`config.mk`:
```
export PLATFORM = sky130hd
export DESIGN_NAME = imm_encoder
export DESIGN_NICKNAME = d
export VERILOG_FILES = /design/src/rtl/imm_encoder.sv
export SDC_FILE = /design/constraint.sdc
export NUM_CORES = 1
export LEC_CHECK = 0
export BUFFER_PORTS_ARGS = -buffer_cell sky130_fd_sc_hd__buf_4
export CAP_MARGIN = 20
export CORE_ASPECT_RATIO = 1.1
export CORE_MARGIN = 4
export CORE_UTILIZATION = 57
export DETAILED_ROUTE_END_ITERATION = 8
export GPL_TIMING_DRIVEN = 0
export PLACE_DENSITY = 0.86
export SLEW_MARGIN = 30
export SYNTH_ARGS = -nofsm -noshare
export SYNTH_HDL_FRONTEND = slang
export SYNTH_SLANG_ARGS = --single-unit
```
`constraint.sdc`:
```
create_clock -name CLK -period 4.7 [get_ports CLK]
set_input_delay 0.705 -clock CLK [delete_from_list [all_inputs] [get_ports CLK]]
set_output_delay 0.705 -clock CLK [all_outputs]
set_load 0.02 [all_outputs]
```
`src/rtl/imm_encoder.sv`:
```
// imm_encoder: packs an instruction format, opcode, register fields and a
// 64-bit immediate (in sign-extender output form) into a 32-bit LEGv8 word.
// Two-stage valid/ready pipeline. Stage 1 registers the request along with a
// range-check flag. Stage 2 holds the packed word and drives out_* from flops.
//
// Ports:
//   CLK, Reset_L          clock (rising edge), asynchronous active-low reset
//   in_valid / in_ready   request handshake
//   in_fmt                0=D 1=CB 2=B 3=SHIFT 4=IMM, 5-7 illegal
//   in_opc                opcode, left-aligned
//   in_rd, in_rn          register fields
//   in_imm                immediate (byte offsets for CB/B)
//   out_valid / out_ready encoded-word handshake
//   out_instr, out_err    encoded word; err forces the word to zero
//   emit_count            words handed off (wraps)
//   err_count             error words handed off (saturates)
module imm_encoder #(
  parameter int unsigned CNT_W = 16
) (
  input  logic             CLK,
  input  logic             Reset_L,
  input  logic             in_valid,
  output logic             in_ready,
  input  logic [2:0]       in_fmt,
  input  logic [10:0]      in_opc,
  input  logic [4:0]       in_rd,
  input  logic [4:0]       in_rn,
  input  logic [63:0]      in_imm,
  output logic             out_valid,
  input  logic             out_ready,
  output logic [31:0]      out_instr,
  output logic             out_err,
  output logic [CNT_W-1:0] emit_count,
  output logic [CNT_W-1:0] err_count
);

  typedef enum logic [2:0] {
    FmtD     = 3'd0,
    FmtCb    = 3'd1,
    FmtB     = 3'd2,
    FmtShift = 3'd3,
    FmtImm   = 3'd4
  } fmt_e;

  // Stage 1 state. Only imm[27:0] is needed for packing once range is known.
  logic        s1_valid_q;
  logic [2:0]  s1_fmt_q;
  logic [10:0] s1_opc_q;
  logic [4:0]  s1_rd_q;
  logic [4:0]  s1_rn_q;
  logic [27:0] s1_imm_q;
  logic        s1_err_q;

  // Stage 2 state.
  logic             s2_valid_q;
  logic [31:0]      s2_instr_q;
  logic             s2_err_q;
  logic [CNT_W-1:0] emit_q;
  logic [CNT_W-1:0] err_cnt_q;

  logic        s1_load;
  logic        s2_load;
  logic        range_ok;
  logic [31:0] packed_word;

  assign s2_load  = !s2_valid_q || out_ready;
  assign s1_load  = !s1_valid_q || s2_load;
  assign in_ready = s1_load;

  // Signed ranges hold when all bits above the field's sign bit replicate it.
  always_comb begin
    range_ok = 1'b0;
    case (fmt_e'(in_fmt))
      FmtD:     range_ok = (in_imm[63:8] == {56{in_imm[8]}});
      FmtCb:    range_ok = (in_imm[1:0] == 2'b00) && (in_imm[63:20] == {44{in_imm[20]}});
      FmtB:     range_ok = (in_imm[1:0] == 2'b00) && (in_imm[63:27] == {37{in_imm[27]}});
      FmtShift: range_ok = (in_imm[63:6] == 58'd0);
      FmtImm:   range_ok = (in_imm[63:12] == 52'd0);
      default:  range_ok = 1'b0;
    endcase
  end

  always_comb begin
    packed_word = 32'h0;
    case (fmt_e'(s1_fmt_q))
      FmtD:     packed_word = {s1_opc_q, s1_imm_q[8:0], 2'b00, s1_rn_q, s1_rd_q};
      FmtCb:    packed_word = {s1_opc_q[10:3], s1_imm_q[20:2], s1_rd_q};
      FmtB:     packed_word = {s1_opc_q[10:5], s1_imm_q[27:2]};
      FmtShift: packed_word = {s1_opc_q, 5'b00000, s1_imm_q[5:0], s1_rn_q, s1_rd_q};
      FmtImm:   packed_word = {s1_opc_q[10:1], s1_imm_q[11:0], s1_rn_q, s1_rd_q};
      default:  packed_word = 32'h0;
    endcase
    if (s1_err_q) begin
      packed_word = 32'h0;
    end
  end

  always_ff @(posedge CLK or negedge Reset_L) begin
    if (!Reset_L) begin
      s1_valid_q <= 1'b0;
      s1_fmt_q   <= 3'd0;
      s1_opc_q   <= 11'd0;
      s1_rd_q    <= 5'd0;
      s1_rn_q    <= 5'd0;
      s1_imm_q   <= 28'd0;
      s1_err_q   <= 1'b0;
    end else if (s1_load) begin
      s1_valid_q <= in_valid;
      if (in_valid) begin
        s1_fmt_q <= in_fmt;
        s1_opc_q <= in_opc;
        s1_rd_q  <= in_rd;
        s1_rn_q  <= in_rn;
        s1_imm_q <= in_imm[27:0];
        s1_err_q <= !range_ok;
      end
    end
  end

  always_ff @(posedge CLK or negedge Reset_L) begin
    if (!Reset_L) begin
      s2_valid_q <= 1'b0;
      s2_instr_q <= 32'h0;
      s2_err_q   <= 1'b0;
    end else if (s2_load) begin
      s2_valid_q <= s1_valid_q;
      if (s1_valid_q) begin
        s2_instr_q <= packed_word;
        s2_err_q   <= s1_err_q;
      end
    end
  end

  always_ff @(posedge CLK or negedge Reset_L) begin
    if (!Reset_L) begin
      emit_q    <= '0;
      err_cnt_q <= '0;
    end else if (s2_valid_q && out_ready) begin
      emit_q <= emit_q + CNT_W'(1);
      if (s2_err_q && (err_cnt_q != '1)) begin
        err_cnt_q <= err_cnt_q + CNT_W'(1);
      end
    end
  end

  assign out_valid  = s2_valid_q;
  assign out_instr  = s2_instr_q;
  assign out_err    = s2_err_q;
  assign emit_count = emit_q;
  assign err_count  = err_cnt_q;

endmodule

```
After elaboration in Yosys (flattened, before gate mapping)

Cells that the tools add are included.

Register bits: 120
Bits of input ports: 92
Output and inout bits: 67
Word-level logic and storage cells: 46

$add $sub $neg: 2
Eq/ne operators: 12
Mux-type cells: 3
Reduce and logical (&&, ||, !) cells: 17

Operator list:

| cell                                                 | number |
|---|---|
| one-hot mux 32 bit (5 select lines)                  | 1 |
| logical NOT 58 bit                                   | 1 |
| equality test 55 bit                                 | 1 |
| logical NOT 52 bit                                   | 1 |
| equality test 43 bit                                 | 1 |
| equality test 36 bit                                 | 1 |
| adder 16 x 1 -> 16 bit (second input constant)       | 2 |
| two-way mux 32 bit                                   | 1 |
| inequality test 16 bit (second input constant)       | 1 |
| equality test 3 x 2 -> 1 bit (second input constant) | 4 |
| equality test 3 x 1 -> 1 bit (second input constant) | 2 |
| equality test 3 bit (second input constant)          | 2 |
| logical NOT 3 bit                                    | 2 |
| AND reduction 2 bit                                  | 3 |
| one-hot mux 1 bit (5 select lines)                   | 1 |
| logical AND 1 bit                                    | 4 |
| logical NOT 1 bit                                    | 3 |
| logical NOT 2 bit                                    | 1 |
| logical OR 1 bit                                     | 2 |

Logic depth before layout (Yosys ltp)

Gate-level depths: netlist of the first run.

Depth in word-level cells: 4
Depth in mapped cells: 7
Mapped depth without buffers: 7

Worst setup path after synthesis of the first run

Ideal clock, no wire load.

Kind: input to register
Start: input port in_imm[20]
End: register s1_err_q
Setup time: 0.127 ns
Arrival time: 2.153 ns
Required time: 4.573 ns
Setup slack: 2.420 ns
Stages on the path: 7
Path buffers: 0
Path through: inv_1 ha_1 or4b_2 a2111oi_0 o21ai_0 nor2_1 o31ai_1

Cells in the longest elaborated chain, start to end: 4
Elaborated cells between the ends (all ways): 7
Those cells by class: 2 x eq/ne; 1 x mux; 4 x reduce/logical

Ends and longest elaborated chain:

| item                                   | RTL line | text |
|---|---|---|
| start, declared                        | 28       | `input logic [63:0] in_imm,` |
| equality test 43 bit                   | 75       | `FmtCb: range_ok = (in_imm[1:0] == 2'b00) && (in_imm[63:20] == {44{in_imm[20]}});` |
| logical AND 1 bit                      | 75       |  |
| one-hot mux 1 bit (5 select lines) (*) | 73       | `case (fmt_e'(in_fmt))` |
| logical NOT 1 bit (*)                  | 115      | `s1_err_q <= !range_ok;` |
| end signal, assigned                   | 115      |  |
| end, declared                          | 52       | `logic s1_err_q;` |

Every way passes the cells marked *; elsewhere a longest branch is shown, timed or not.
A chain may end at the register's enable or synchronous reset.

Worst setup path in the final report of the first run

Same ends and word-level chain as after synthesis.

==> tab_implementation.tex, run 1 <==
\begin{tabular}{lr}
\hline
Metric & Value \\
\hline
\multicolumn{2}{l}{\textbf{Worst setup path}} \\
CP cell instances & buf\_4 -> inv\_1 -> ha\_1 -> or4b\_2 -> a2111oi\_0 -> o21ai\_0 -> nor2\_1 -> o31ai\_1 \\
Critical-path cell with the highest stage delay & sky130\_fd\_sc\_hd\_\_or4b\_2 \\
CP Launch Type & primary input \\
Critical path peak fanout & 6 \\
Worst setup endpoint & s1\_err\_q \\
Worst R2R Start & out\_valid \\
Origin of the worst setup path & in\_imm[20] \\
Category of cells accounting for the largest share of critical-path delay & compound AO/OA/AOI/OAI gates \\
Endpoint of the lowest-slack register-to-register path & out\_instr[3] \\
Arrival time at the worst endpoint & between 2 and 3 ns \\
Cell depth of the worst flop-to-flop path & 5 \\
R2R setup slack & 2.67 ns \\
Worst path depth & 8 \\
Classification of the worst setup path & primary input to flop \\
Largest stage delay on the critical path & 0.59 ns \\
Nature of the critical path endpoint & flop \\
Total buffers and inverters traversed by the critical path & 2 \\
Data required time at the worst endpoint & 5.10 ns \\
\multicolumn{2}{l}{\textbf{Timing}} \\
Ratio of final minimum period to clock period & 0.5050 \\
Transition at the pin with the smallest max-transition slack & 0.7327 ns \\
Worst-case headroom to the max-slew limit & 0.5078 \\
Total of endpoints with negative setup slack in the final report & 0 \\
Post-Route Skew & 0.007884 ns \\
Setup Total Neg Slack & 0 ns \\
RSZ-0062 raised after global routing & false \\
Final max-slew violation count & 0 \\
Fmax & 421.3 MHz \\
Shortest clock period the worst path allows after layout & 2.373 ns \\
Final count of hold timing violations & 0 \\
\multicolumn{2}{l}{\textbf{Floorplan}} \\
Die area & approximately 12,000 µm² \\
Die X-Extent & 104.9 µm \\
Site row count & 38 \\
Starting density of the core & 0.5898 \\
Top-level port count & 159 \\
Placeable core area & 9985 µm² \\
Die extent in y & 114.6 µm \\
\multicolumn{2}{l}{\textbf{Status}} \\
Outcome & finished clean \\
\multicolumn{2}{l}{\textbf{Global route}} \\
Grt met3 use & 0.06937 \\
Global route overflow & 0 \\
Antenna violations before repair & 0 \\
Number of global-route vias before repair & 5,658 \\
Most used routing layer & met2 \\
Overall global routing resource usage & 0.2889 \\
Maximum number of pins on one net before global-route repair & 121 \\
Global-route wire length before repair & 27.52 mm \\
Met2 track demand over resource in global routing & 0.4998 \\
Met1 Track Usage GR & 0.3380 \\
\multicolumn{2}{l}{\textbf{Clock tree}} \\
Total of hold buffers inserted after clock tree synthesis & 0 \\
H-tree Lvls & 4 \\
TritonCTS clock tree & done \\
TritonCTS Buffers & 17 \\
Root buf cell & sky130\_fd\_sc\_hd\_\_clkbuf\_8 \\
Clock-pin slew reported for the worst setup and hold paths after clock tree synthesis & 0.06 ns \\
Buffers from clock root to sink, at most & 2 \\
Post CTS Setup Buffer Count & 0 \\
Total clock sinks & 120 \\
Number of gates given a new drive strength after cts & 0 \\
Worst-skew pair later-pin latency & 0.52 ns \\
\multicolumn{2}{l}{\textbf{Synth}} \\
Post-Synthesis Cells & 539 \\
Synthesized cell area & slightly below 6000 µm² \\
Sequential area share after synthesis & 0.5099 \\
Flop and latch count out of synthesis & 120 \\
Number of unique standard cell types used by synthesis & 49 \\
Total number of yosys warnings & 0 \\
Number of nets in the synthesized netlist & 635 \\
Post-synthesis area per instance & 10.93 µm² \\
\multicolumn{2}{l}{\textbf{Placed design}} \\
Final HPWL from detailed placement & 12.19 mm \\
Final weighted congestion of routability-driven global placement & 0.9176 \\
Total placed instance area & around 7200 µm² \\
Number of I/O port buffers & 158 \\
\multicolumn{2}{l}{\textbf{Job}} \\
Max-capacitance violation count & 0 \\
\multicolumn{2}{l}{\textbf{Detailed routing}} \\
Vias per cell & about 6.1 \\
DRT antenna net count & 0 \\
Detail-routed net length per standard cell & about 20 µm \\
Total via count after detailed routing & 5,208 \\
Violation count after the first detailed-route iteration & between 400 and 500 \\
Length of the first detailed-routing pass in iterations & 6 \\
Remaining design rule violation count & 0 \\
Wirelength, routed & 16.98 mm \\
\multicolumn{2}{l}{\textbf{Cells and area}} \\
Final std cell area, no fill & 7926 µm² \\
Antenna fix cells & 0 \\
Fillcell total & 598 \\
Commonest cells after routing, fill and taps aside & 157 x sky130\_fd\_sc\_hd\_\_buf\_4, 120 x sky130\_fd\_sc\_hd\_\_dfrtp\_1, 60 x sky130\_fd\_sc\_hd\_\_mux2\_2 \\
Most common library cell in the layout ignoring fill and taps & sky130\_fd\_sc\_hd\_\_buf\_4 \\
Share of final-layout standard cells stronger than drive strength 1 & 0.3740 \\
Area grow syn2layout & 34.59\% \\
Net total in the final layout & 813 \\
\multicolumn{2}{l}{\textbf{Hold path}} \\
Min-Delay Path Class & primary input to async pin \\
\multicolumn{2}{l}{\textbf{Power}} \\
Combinational share of power & 0.223 \\
Flop pwr share & 0.372 \\
Power Density & 454.3 nW/µm² \\
Highest ir drop seen on vdd & 231.1 µV \\
Switching part of the total power & 0.2925 \\
Switch Pwr & roughly 1.1 mW \\
Leakage power figure & 3.659 nW \\
Total internal power & 2.548 mW \\
Share of power burned in the clock network & 0.405 \\
\hline
\end{tabular}
routing by layer:
metal / share of wire / vias to the layer above
li1: - / 2341
met1: 0.39 / 2527
met2: 0.50 / 282
met4: 0.037 / 0
met5: 0 / -
met3: 0.075 / 58
cell families after synthesis:
logic type               share of synthesized area
AO/OA/AOI/OAI                               0.1205
multiplexers                                0.1300
flip-flops                                  0.5099
XOR/XNOR                                   0.04461
buffers and inverters                      0.02401
adder cells (fa/ha/maj)                   0.008498
AND/OR/NAND/NOR                             0.1625
layout make-up:
| cell class | instances | area [µm²] | area share |
|---|---|---|---|
| Sequential cell | 120 | 3003 | 0.3788 |
| Multi-Input combinational cell | 385 | 2745 | 0.3463 |
| Timing Repair Buffer | 159 | 1221 | 0.1541 |
| Clock buffer | 19 | 441.7 | 0.05572 |
| Clock inverter | 13 | 224.0 | 0.02826 |
| Tap cell | 120 | 150.1 | 0.01894 |
| Buffer | 25 | 107.6 | 0.01358 |
| Inverter | 9 | 33.78 | 0.004262 |
worst register-to-register path, stage by stage (launching register included):
cell and delay [ns]:
sky130_fd_sc_hd__dfrtp_1 0.43, sky130_fd_sc_hd__nand2b_1 0.12, sky130_fd_sc_hd__nand2_1 0.21, sky130_fd_sc_hd__nor3_1 0.67, sky130_fd_sc_hd__buf_2 0.35, sky130_fd_sc_hd__a22o_1 0.19
state kept, by name, indices dropped and copies added, names as in the netlist:
signal	count
out_valid	1
out_instr	32
s1_valid_q	1
s1_rd_q	5
s1_fmt_q	3
s1_imm_q	28
s1_err_q	1
emit_count	16
s1_rn_q	5
s1_opc_q	11
out_err	1
err_count	16
worst min-delay path by stage:
| stage | to | slack (ns) | cells after the start |
|---|---|---|---|
| 2_1_floorplan | emit_count[0] | 0.41 | 0 |
| 3_3_place_gp | emit_count[15] | 0.46 | 1 |
| 3_5_place_dp | emit_count[15] | 0.46 | 1 |
| 4_1_cts | err_count[1] | 0.31 | 1 |
| 5_1_grt | err_count[2] | 0.08 | 1 |
| 6_report | err_count[2] | 0.05 | 1 |
power by group through the flow:
stage	clock network (mW)	logic, mW	registers [mW]
final	1.46	0.804	1.34
after global routing	1.52	0.870	1.36
after CTS	1.47	0.798	1.33
after detailed placement	0	0.782	1.34
after global placement	0	0.757	1.33
after floorplan	0	0.370	1.40
per-stage QoR:
step | power [mW] | hold slack [ns] | worst slack (ns) | instances | utilization
after floorplan | 1.770 | 0.4094 | 2.420 | 539 | -
after global placement | 2.090 | 0.4627 | 1.705 | 817 | 0.7237
after detailed placement | 2.126 | 0.4636 | 1.798 | 817 | 0.7244
after CTS | 3.595 | 0.3089 | 2.335 | 849 | 0.7911
after global routing | 3.742 | 0.07749 | 2.174 | 850 | 0.7939
final | 3.601 | 0.05316 | 2.327 | 850 | 0.7939
synthesized netlist by cell type (all sizes together):
master / n / area share
o22ai: 1 / 0.0011
and3: 2 / 0.0023
nor4bb: 1 / 0.0017
clkbuf: 13 / 0.0083
o21ai: 32 / 0.027
mux2i: 9 / 0.015
xnor2: 20 / 0.030
o31ai: 1 / 0.0013
xor2: 10 / 0.015
a21oi: 19 / 0.016
and2b: 1 / 0.0015
o221ai: 1 / 0.0015
a2bb2oi: 1 / 0.0015
a22oi: 11 / 0.014
o31a: 1 / 0.0030
nand4: 20 / 0.022
a41oi: 1 / 0.0015
or4: 2 / 0.0025
nor4b: 2 / 0.0055
nor3b: 2 / 0.0025
nand3: 21 / 0.018
and4: 2 / 0.0034
nor3: 12 / 0.011
or4b: 1 / 0.0017
dfrtp: 120 / 0.51
inv: 9 / 0.0057
a2111oi: 1 / 0.0015
and2: 3 / 0.0034
mux2: 60 / 0.11
nor4: 14 / 0.015
nor2: 24 / 0.015
nor2b: 15 / 0.018
buf: 12 / 0.010
ha: 4 / 0.0085
or2: 1 / 0.0011
a211o: 1 / 0.0015
a22o: 33 / 0.049
a211oi: 1 / 0.0013
nand2: 51 / 0.033
nand2b: 3 / 0.0032
nand3b: 1 / 0.0013
Note: power is estimated with default switching activity, not from simulation.
==> inputs of run 2 (changes only) <==
--- a/config.mk
+++ b/config.mk
@@ -5,14 +5,15 @@
 export SDC_FILE = /design/constraint.sdc
 export NUM_CORES = 1
 export LEC_CHECK = 0
+export ABC_AREA = 1
 export BUFFER_PORTS_ARGS = -buffer_cell sky130_fd_sc_hd__buf_4
 export CAP_MARGIN = 20
 export CORE_ASPECT_RATIO = 1.1
 export CORE_MARGIN = 4
-export CORE_UTILIZATION = 57
+export CORE_UTILIZATION = 48
 export DETAILED_ROUTE_END_ITERATION = 8
 export GPL_TIMING_DRIVEN = 0
-export PLACE_DENSITY = 0.86
+export PLACE_DENSITY = 0.76
 export SLEW_MARGIN = 30
 export SYNTH_ARGS = -nofsm -noshare
 export SYNTH_HDL_FRONTEND = slang
==> constraint.sdc (replaced) <==
create_clock -name CLK -period 2.1 [get_ports CLK]
set_input_delay 0.315 -clock CLK [delete_from_list [all_inputs] [get_ports CLK]]
set_output_delay 0.315 -clock CLK [all_outputs]
set_load 0.02 [all_outputs]
==> run 2 against run 1 <==
Clock skew about the same. Critical path type is now flop to flop. Final area up 4.4%. Critical endpoint is now out_instr[25]. Worst setup slack worse by 2.2 ns. Global-route usage down 3.2 points. Sequential power up 130%. Non-clock buffer count down 2. Power up 120%.
==> tab_implementation.tex, run 2 <==
\begin{tabular}{lr}
\hline
Metric & Value \\
\hline
\multicolumn{2}{l}{\textbf{Power}} \\
Power Density & 973.1 nW/µm² \\
Highest ir drop seen on vdd & 631.4 µV \\
Leakage power figure & between 4 and 5 nW \\
\multicolumn{2}{l}{\textbf{Timing}} \\
Total of endpoints with negative setup slack in the final report & 0 \\
RSZ-0062 raised after global routing & false \\
Ratio of final minimum period to clock period & 0.9567 \\
Final count of hold timing violations & 0 \\
Transition at the pin with the smallest max-transition slack & around 0.65 ns \\
Fmax & 497.8 MHz \\
Post-Route Skew & 0.007656 ns \\
Final max-slew violation count & 0 \\
Setup Total Neg Slack & 0 ns \\
Worst-case headroom to the max-slew limit & 0.5622 \\
Shortest clock period the worst path allows after layout & 2.009 ns \\
Post-Route Hold Slack & 0.09137 ns \\
\multicolumn{2}{l}{\textbf{Cells and area}} \\
Fillcell total & 1,101 \\
FF+latch area & 3003 µm² \\
Net total in the final layout & 1,098 \\
Share of final-layout standard cells stronger than drive strength 1 & 0.2059 \\
Area used by multi-input combinational logic & roughly 2800 µm² \\
Area grow syn2layout & 32.62\% \\
Most common library cell in the layout ignoring fill and taps & sky130\_fd\_sc\_hd\_\_nand2\_1 \\
Commonest cells after routing, fill and taps aside & 267 x sky130\_fd\_sc\_hd\_\_nand2\_1, 157 x sky130\_fd\_sc\_hd\_\_buf\_4, 120 x sky130\_fd\_sc\_hd\_\_dfrtp\_1 \\
Max reg flops & 32 \\
Antenna fix cells & 0 \\
\multicolumn{2}{l}{\textbf{Worst setup path}} \\
Critical-path cell with the highest stage delay & sky130\_fd\_sc\_hd\_\_dfrtp\_1 \\
Nature of the critical path endpoint & flop \\
Worst setup endpoint & out\_instr[25] \\
Worst R2R Start & s1\_fmt\_q[0] \\
Cell depth of the worst flop-to-flop path & 8 \\
Largest stage delay on the critical path & around 0.5 ns \\
Worst path depth & 8 \\
Origin of the worst setup path & s1\_fmt\_q[0] \\
Critical path peak fanout & 10 \\
Category of cells accounting for the largest share of critical-path delay & simple AND/OR/NAND/NOR gates \\
CP cell instances & nor2\_1 -> nand2\_1 -> nand3\_2 -> buf\_4 -> o21ai\_0 -> nand2\_1 -> inv\_1 -> o21ai\_0 \\
R2R setup slack & approximately 0.09 ns \\
Classification of the worst setup path & flop to flop \\
Data required time at the worst endpoint & 2.38 ns \\
Endpoint of the lowest-slack register-to-register path & out\_instr[25] \\
Arrival time at the worst endpoint & 2.29 ns \\
Total buffers and inverters traversed by the critical path & 2 \\
CP Launch Type & flop \\
\multicolumn{2}{l}{\textbf{Detailed routing}} \\
Wirelength, routed & 18.84 mm \\
Total via count after detailed routing & 6,167 \\
Length of the first detailed-routing pass in iterations & 5 \\
Detail-routed net length per standard cell & approximately 16 µm \\
Vias per cell & $\sim$5.3 \\
Violation count after the first detailed-route iteration & between 400 and 500 \\
Remaining design rule violation count & 0 \\
DRT antenna net count & 0 \\
\multicolumn{2}{l}{\textbf{Floorplan}} \\
Die X-Extent & 116.7 µm \\
Top-level port count & 159 \\
Site row count & 43 \\
Die extent in y & 127.6 µm \\
Placeable core area & 12,700 µm² \\
Die area & between 10,000 and 15,000 µm² \\
Starting density of the core & 0.4914 \\
\multicolumn{2}{l}{\textbf{Synth}} \\
Post-Synthesis Cells & a little over 800 \\
Yosys top cell by area & sky130\_fd\_sc\_hd\_\_dfrtp\_1 \\
Ranking of synthesized cells by instance count & 267 x sky130\_fd\_sc\_hd\_\_nand2\_1, 120 x sky130\_fd\_sc\_hd\_\_dfrtp\_1, 96 x sky130\_fd\_sc\_hd\_\_inv\_1, 90 x sky130\_fd\_sc\_hd\_\_nor2\_1, 84 x sky130\_fd\_sc\_hd\_\_o21ai\_0 \\
Most instantiated library cell after synthesis & sky130\_fd\_sc\_hd\_\_nand2\_1 \\
Synth area leaders & sky130\_fd\_sc\_hd\_\_dfrtp\_1 48\%, sky130\_fd\_sc\_hd\_\_nand2\_1 16\%, sky130\_fd\_sc\_hd\_\_o21ai\_0 6.7\%, sky130\_fd\_sc\_hd\_\_inv\_1 5.8\%, sky130\_fd\_sc\_hd\_\_nor2\_1 5.4\% \\
Number of nets in the synthesized netlist & between 900 and 1k \\
Post-synthesis area per instance & 7.572 µm² \\
Commonest register cell after synthesis & sky130\_fd\_sc\_hd\_\_dfrtp\_1 \\
Number of flops mapped to enable cells by yosys & 0 \\
Sequential area share after synthesis & 0.4813 \\
Number of unique standard cell types used by synthesis & 31 \\
Synth top area share & 0.4813 \\
Flop and latch count out of synthesis & 120 \\
Synthesized cell area & 6240 µm² \\
Synth async-reset ratio & 1.000 \\
Total number of yosys warnings & 0 \\
\multicolumn{2}{l}{\textbf{Placed design}} \\
Number of I/O port buffers & 157 \\
Final HPWL from detailed placement & 14.20 mm \\
Final weighted congestion of routability-driven global placement & 0.9830 \\
\multicolumn{2}{l}{\textbf{Clock tree}} \\
Clock-pin slew reported for the worst setup and hold paths after clock tree synthesis & 0.06 ns \\
Total clock sinks & 120 \\
TritonCTS Buffers & 17 \\
TritonCTS clock tree & done \\
Post CTS Setup Buffer Count & 0 \\
Buffers from clock root to sink, at most & 2 \\
Root buf cell & sky130\_fd\_sc\_hd\_\_clkbuf\_16 \\
H-tree Lvls & 4 \\
Worst-skew pair later-pin latency & 0.42 ns \\
\multicolumn{2}{l}{\textbf{Global route}} \\
Maximum number of pins on one net before global-route repair & 90 \\
Antenna violations before repair & 0 \\
Overall global routing resource usage & 0.2569 \\
Number of global-route vias before repair & roughly 6k \\
Global route overflow & 0 \\
Global-route wire length before repair & 29.66 mm \\
\multicolumn{2}{l}{\textbf{Job}} \\
Max-capacitance violation count & 0 \\
\multicolumn{2}{l}{\textbf{Hold path}} \\
Min-Delay Path Class & primary input to flop \\
\multicolumn{2}{l}{\textbf{Status}} \\
Outcome & finished clean \\
\hline
\end{tabular}
-- run 2: changes by cell type after synthesis, sizes merged, moves of 12 or more --
cell,previous run,this run
nand2,51,270
a22o,33,0
o22ai,1,14
nor2,24,94
a221oi,0,13
o21ai,32,86
nor2b,15,0
inv,9,97
mux2,60,1
xnor2,20,8
nand3,21,33
-- run 2: repair_timing --
| action | CTS | global route |
|---|---|---|
| hold buffers | 1 | 0 |
| setup endpoints to repair | 0 | 1 |
| endpoints found under the hold margin | 31 | 0 |
| resized for setup | 0 | 1 |
-- run 2: layer usage --
metal / track usage / wire (µm)
met5: 0 / 0
met4: 0.09177 / 517
met3: 0.06679 / 1558
met2: 0.4386 / 9290
met1: 0.3110 / 7469
-- run 2: worst register-to-register path: cells and delay by family, from the launching register on --
family / cells / cell delay (ns)
buffers and inverters: 2 / 0.27
AO/OA/AOI/OAI: 2 / 0.45
AND/OR/NAND/NOR: 4 / 0.65
flip-flops: 1 / 0.49
-- run 2: power breakdown --
part | internal (mW) | total, mW | leakage, nW | switching (mW)
logic | 0.789 | 2.01 | 2.40 | 1.22
registers | 2.70 | 3.05 | 1.52 | 0.349
clock network | 1.96 | 2.99 | 0.295 | 1.03
total | 5.45 | 8.05 | 4.22 | 2.60
-- run 2: cell families (layout without fill, tap and decap cells) --
| logic type | count (synthesis) | count (layout) | synth area share |
|---|---|---|---|
| buf+inv | 120 | 311 | 0.07439 |
| fa+ha+maj | 4 | 4 | 0.008021 |
| xor+xnor | 29 | 29 | 0.04071 |
| mux | 1 | 1 | 0.001805 |
| compound gates | 125 | 125 | 0.1109 |
| simple gates | 425 | 425 | 0.2829 |
| flops | 120 | 120 | 0.4813 |
-- run 2: worst min-delay path by stage --
stage	from	end	cells after the start
after floorplan	Reset_L	emit_count[0]	0
after global placement	s1_rd_q[2]	s1_rd_q[2]	2
after detailed placement	Reset_L	err_count[8]	1
after CTS	in_rn[0]	s1_rn_q[0]	3
after global routing	in_rn[3]	s1_rn_q[3]	3
final	in_rn[0]	s1_rn_q[0]	3
-- run 2: layout make-up --
class,instances,share of cell area
buffer,23,0.01210
clock buffer,21,0.05685
clock inverter,11,0.01754
inverter,97,0.04400
multi-input combinational,584,0.3350
sequential,120,0.3629
tap,157,0.02374
timing repair buffer,159,0.1479
-- run 2: stage by stage --
step	instances	setup WS, ns	area [µm²]	power, mW	util
finish	1172	0.09098	8275	8.053	0.6518
global route	1172	0.001273	8275	8.412	0.6518
CTS	1172	0.09300	8275	8.083	0.6518
detailed placement	1139	0.1410	7650	5.056	0.6025
global placement	1138	0.1911	7615	4.994	0.5997
floorplan	824	0.3897	6240	4.112	-
